$ cat src/rtl/data_mem_responder.sv
// Multi-cycle data memory for the MEM stage: accepts one read or write, stalls the
// pipeline for LATENCY cycles, then pulses done. Words 0 and 1 are mirrored on out1/out2.
module data_mem_responder #(
    parameter int DEPTH     = 64,
    parameter int ADDR_BITS = 6,
    parameter int LATENCY   = 3
) (
    input  logic        clk,
    input  logic        rst,
    input  logic        mem_read,
    input  logic        mem_write,
    input  logic [31:0] adr,
    input  logic [31:0] write_data,
    output logic [31:0] read_data,
    output logic        stall,
    output logic        done,
    output logic        err,
    output logic [31:0] out1,
    output logic [31:0] out2
);

    typedef enum logic [1:0] {
        IDLE,
        WAIT,
        DONE
    } state_t;

    localparam int CNT_W = $clog2(LATENCY + 1);

    state_t               state;
    state_t               state_nxt;
    logic [CNT_W-1:0]     cnt;
    logic [CNT_W-1:0]     cnt_nxt;
    logic [31:0]          mem [DEPTH];
    logic                 req;
    logic                 illegal;
    logic                 accept;
    logic                 access;
    logic                 do_read;
    logic                 do_write;
    logic [ADDR_BITS-1:0] idx;
    logic                 unused_adr_bits;

    // Upper address bits are dropped on purpose so addresses wrap modulo DEPTH*4.
    assign idx             = adr[ADDR_BITS+1:2];
    assign unused_adr_bits = ^adr[31:ADDR_BITS+2];

    assign req     = mem_read ^ mem_write;
    assign illegal = (mem_read & mem_write) | (req & (adr[1:0] != 2'b00));
    assign done    = (state == DONE);
    assign stall   = req & ~illegal & ~done;
    assign accept  = (state == IDLE) & req & ~illegal;

    // The operation is taken from whatever is on the bus at the access edge.
    assign do_read  = access & mem_read & ~mem_write;
    assign do_write = access & mem_write & ~mem_read;

    always_comb begin
        // NOTE: every combinational output gets a default first, so no path leaves one unassigned and infers a latch.
        state_nxt = state;
        cnt_nxt   = cnt;
        access    = 1'b0;
        case (state)
            IDLE: begin
                if (accept) begin
                    if (LATENCY == 1) begin
                        state_nxt = DONE;
                        access    = 1'b1;
                    end else begin
                        state_nxt = WAIT;
                        cnt_nxt   = CNT_W'(LATENCY - 1);
                    end
                end
            end
            WAIT: begin
                cnt_nxt = cnt - CNT_W'(1);
                if (cnt == CNT_W'(1)) begin
                    state_nxt = DONE;
                    access    = 1'b1;
                end
            end
            DONE:    state_nxt = IDLE;
            default: state_nxt = IDLE;
        endcase
    end

    always_ff @(posedge clk or negedge rst) begin
        // NOTE: state uses non-blocking assignments so every flop samples pre-edge values.
        if (!rst) begin
            state <= IDLE;
            cnt   <= '0;
            err   <= 1'b0;
        end else begin
            state <= state_nxt;
            cnt   <= cnt_nxt;
            err   <= (state == IDLE) & illegal;
        end
    end

    always_ff @(posedge clk or negedge rst) begin
        // NOTE: the array is reset word by word because a reset must leave the memory all-zero; this forces flops, not RAM macros.
        if (!rst) begin
            for (int i = 0; i < DEPTH; i++) begin
                mem[i] <= '0;
            end
        end else if (do_write) begin
            mem[idx] <= write_data;
        end
    end

    always_ff @(posedge clk or negedge rst) begin
        if (!rst) begin
            read_data <= '0;
        end else if (do_read) begin
            read_data <= mem[idx];
        end
    end

    // Registered mirrors: a committed write shows up here one cycle after the commit edge.
    always_ff @(posedge clk or negedge rst) begin
        if (!rst) begin
            out1 <= '0;
            out2 <= '0;
        end else begin
            out1 <= mem[0];
            out2 <= mem[1];
        end
    end

endmodule
$ cat config.mk
export PLATFORM = sky130hd
export DESIGN_NAME = data_mem_responder
export DESIGN_NICKNAME = d
export VERILOG_FILES = /design/src/rtl/data_mem_responder.sv
export SDC_FILE = /design/constraint.sdc
export NUM_CORES = 2
export LEC_CHECK = 0
export ABC_AREA = 1
export CELL_PAD_IN_SITES_DETAIL_PLACEMENT = 1
export CELL_PAD_IN_SITES_GLOBAL_PLACEMENT = 2
export CORE_ASPECT_RATIO = 1.1
export CORE_MARGIN = 5
export CORE_UTILIZATION = 34
export DETAILED_ROUTE_END_ITERATION = 6
export PLACE_DENSITY = 0.79
export RECOVER_POWER = 50
export SKIP_CTS_REPAIR_TIMING = 1
export SLEW_MARGIN = 0
export SYNTH_ARGS = -nofsm -noshare
export SYNTH_HDL_FRONTEND = slang
export SYNTH_SLANG_ARGS = --single-unit
$ cat constraint.sdc
create_clock -name clk -period 1.76 [get_ports clk]
set_clock_uncertainty 0.05 [all_clocks]
set_input_delay 0.352 -clock clk [delete_from_list [all_inputs] [get_ports clk]]
set_output_delay 0.352 -clock clk [all_outputs]
set_load 0.02 [all_outputs]
==> Implementation_results.wiki <==
{| class="wikitable"
! Metric !! Value
|-
| Net switching power || approximately 31 mW
|-
| Smallest hold slack || between 0.1 and 0.15 ns
|-
| Kind of start point of the critical path || input pin
|-
| Synth Instances || approximately 13000
|-
| Design internal power || approximately 86 mW
|-
| Most common library cell in the layout ignoring fill and taps || sky130_fd_sc_hd__nand2_1
|-
| DR WL/cell || ~24 µm
|-
| Initial Util || between 30% and 40%
|-
| Number of setup violations in the final report || 2640
|-
| Slew Limit Fails || 0
|-
| Area of the placeable core || 291000 µm²
|-
| Max-slew headroom at the worst pin || a little over two fifths
|-
| Sequential fraction of the synthesis area || around 54%
|-
| GRT Overall Usage || roughly a quarter
|-
| Data arrival time of the worst path || 3.12 ns
|-
| Routability congestion estimate from global placement || roughly 0.85
|-
| Final Total Pwr || ~120 mW
|-
| Number of search-and-repair iterations in the first detailed-routing pass || 5
|-
| Net Count, Synth || approximately 13000
|-
| Cells along the critical path || clkdlybuf4s50_1, buf_12, inv_1, nor2_4, buf_12, buf_4, nand3_1, nand2_1, o21ai_0, nand2_1, nor2_1, nand3_1, nand2_1, inv_1
|-
| Number of antenna violations at the first check in global routing || 13
|-
| Final WS setup || -0.615 ns
|-
| Number of DRC violations after detailed-routing iteration 0 || 6229
|-
| Chip width || about 530 µm
|-
| Setup CP Type || input pin to flop
|-
| Commonest cells after routing, fill and taps aside || sky130_fd_sc_hd__nand2_1, sky130_fd_sc_hd__dfrtp_1, sky130_fd_sc_hd__o21ai_0, sky130_fd_sc_hd__inv_1, sky130_fd_sc_hd__nand3_1
|-
| Routed vias/inst || slightly above 5
|-
| Type of destination of the critical path || flop
|-
| Deepest clock path buffer count || 4
|-
| Switching Share || 26.8%
|-
| Compound-cell area share of the yosys netlist || between 10 and 15%
|-
| Most common cell type on the critical path || sky130_fd_sc_hd__nand2_1
|-
| Synthesis Warnings || 0
|-
| Synth Cell Area || between 90000 and 100000 µm²
|-
| Post-detail-place hpwl || between 200000 and 300000 µm
|-
| Maximum vdd ir drop || 0.780 mV
|-
| Area after DPL || roughly 110000 µm²
|-
| Highest Clock Rate || between 400 and 500 MHz
|-
| Maximum capacitance violations || 0
|-
| Class of the most critical hold timing path || input pin to flop
|-
| Synth cell types || 26
|-
| Vias in the first global route || between 90000 and 100k
|-
| Worst Max-Slew Pin Slew || between 0.8 and 0.9 ns
|-
| Synthesized-area fraction occupied by xor and xnor cells || 0%
|-
| Inserted Clock Buffers || roughly 240
|-
| Critical Path Max Stage Delay || 0.51 ns
|-
| Clock slew at the register clock pins of the worst setup and hold paths || around 0.060 ns
|-
| Pin count of the biggest net entering global routing || between 90 and 100
|-
| Finished Layout Cells || 17300
|-
| Leakage component of the power || 59.5 nW
|-
| Average cell area after synthesis || between 7 and 8 µm²
|-
| Floorplan die height || roughly 580 µm
|-
| DRT Wirelength || 412000 µm
|-
| Final sum of negative setup slack || -880.72 ns
|-
| Final non-filler cell area || approximately 120000 µm²
|-
| Rows || between 200 and 250
|-
| Clock sinks || 2149
|-
| Power per unit of standard cell area || 945 nW/µm²
|-
| Synthesis-to-layout area growth || 24.5%
|-
| Count of unresolved DRC violations after routing || 0
|-
| Adder-cell share of the synthesized area || less than 1%
|-
| Fraction of layout cells with a size suffix above 1 || 14.1%
|-
| Total die area || around 300000 µm²
|-
| Proportion of power drawn by flip-flops and latches || 45.0%
|-
| Area fraction in and, or, nand and nor cells after synthesis || between 20 and 25%
|-
| Power share of the clock group || 43.8%
|-
| Post-layout net count || 13300
|-
| First-pass GRT wire length || 593000 µm
|-
| GR Overflow Total || 0
|-
| Violations in the final reports || negative setup slack
|-
| Setup slack after placement || -1.93 ns
|-
| Final Critical Period || roughly 2.4 ns
|-
| Root Buffer Master || sky130_fd_sc_hd__clkbuf_16
|-
| Fin crit share || 135%
|-
| Count of pins on the block boundary || approximately 170
|-
| WP data required || ~2.5 ns
|-
| Clock latency at the later pin of the worst-skew pair || 0.93 ns
|-
| I/O Buffers || 142
|-
| Flops & latches, synth || approximately 2100
|-
| Via count || roughly 89000
|-
| TritonCTS clock tree || done
|-
| Worst Path Max Fanout || 12
|-
| Relative contribution of combinational cells to total power || between 10% and 20%
|-
| Combinational family with the most area after synthesis || simple AND/OR/NAND/NOR gates
|-
| # H-tree levels || 4
|-
| Unrepaired setup endpoints after global routing || true
|-
| Total of fill cells in the finished design || 34400
|-
| Final standard cell utilization of the core || between 40% and 50%
|-
| Count of nets left with antenna violations after detail routing || 0
|-
| Fin. Hold Viols || 0
|-
| Crit path max-delay cell type || sky130_fd_sc_hd__nor2_1
|-
| Run status || finished with violations
|-
| Multiplexer area fraction after synthesis || 0%
|-
| Cell count after placement || between 15000 and 20000
|}
-- state kept, by name (all words and copies together), names as in the netlist --
register	count
mem	2048
out1	32
out2	32
read_data	32
cnt	2
state	2
err	1
-- logic make-up (layout without fill, tap and decap cells) --
kind of cell,Yosys count,in the layout
AND/OR/NAND/NOR,5595,5598
AO/OA/AOI/OAI,2602,2602
buffers and inverters,2435,3081
flip-flops,2149,2149
adder cells (fa/ha/maj),2,2
other,0,5
-- power groups by stage --
stage	Clock (mW)	Sequential (mW)	Combinational (mW)
2_1_floorplan	0	53.1	5.13
3_3_place_gp	0	53.3	12.6
3_5_place_dp	0	53.4	12.9
4_1_cts	52.1	52.5	12.9
5_1_grt	54.1	52.7	14.3
6_report	51.1	52.5	13.2
-- critical path, delay by kind of cell --
kind	cells	cell delay, ns
AOI/OAI and AO/OA	1	0.41
buffers and inverters	6	1.10
and+or+nand+nor	7	1.19
-- worst paths after layout --
kind                                start      endpoint  slack, ns  cells after the start
hold / removal             write_data[28]     mem[2012]       0.11                      3
setup reg to reg                 state[1]      mem[669]      -0.59                     11
max in group asynchronous             rst      mem[791]      -0.34                      5
setup / recovery                   adr[3]  read_data[4]      -0.61                     14
hold reg to reg                 mem[2026]      out1[10]       0.36                      0
min in group asynchronous             rst     mem[1608]       0.55                      3
-- routing by layer --
layer / up-vias / routed length [µm] / part of all wire [%] / GRT usage [%]
li1: 40900 / - / - / -
met1: 45600 / 182000 / 44 / 34.6
met2: 1850 / 195000 / 47 / 42.7
met3: 637 / 17600 / 4.3 / 2.62
met4: 4 / 16900 / 4.1 / 8.02
met5: - / 23 / 0.0056 / 0
-- synthesized netlist by cell type, drive strengths merged --
cell       n  area share, %
bufinv     1          0.018
nor3      10          0.077
nand4      1         0.0063
o21ai   2316             12
nor2     614            2.5
ha         2          0.025
or2      134           0.84
o21a       1         0.0076
dfrtp   2149             54
buf      170           0.80
o211ai   282            2.1
nand3    618            3.1
inv     1458            5.5
clkbuf   773            2.9
clkinv    33           0.12
a21oi      3          0.015
nand2   4218             16
-- area by class of cell --
class / instances / area (µm²) / share of cell area, %
diodes: 5 / 12.5 / 0.0101
clock buffers: 358 / 7000 / 5.67
clock inverters: 60 / 797 / 0.645
inverters: 1492 / 5650 / 4.57
multi-input cells: 8202 / 37600 / 30.4
flip-flops and latches: 2149 / 53800 / 43.5
well taps: 3885 / 4860 / 3.93
repair buffers: 1171 / 13900 / 11.3
(Power assumes the default switching activity.)
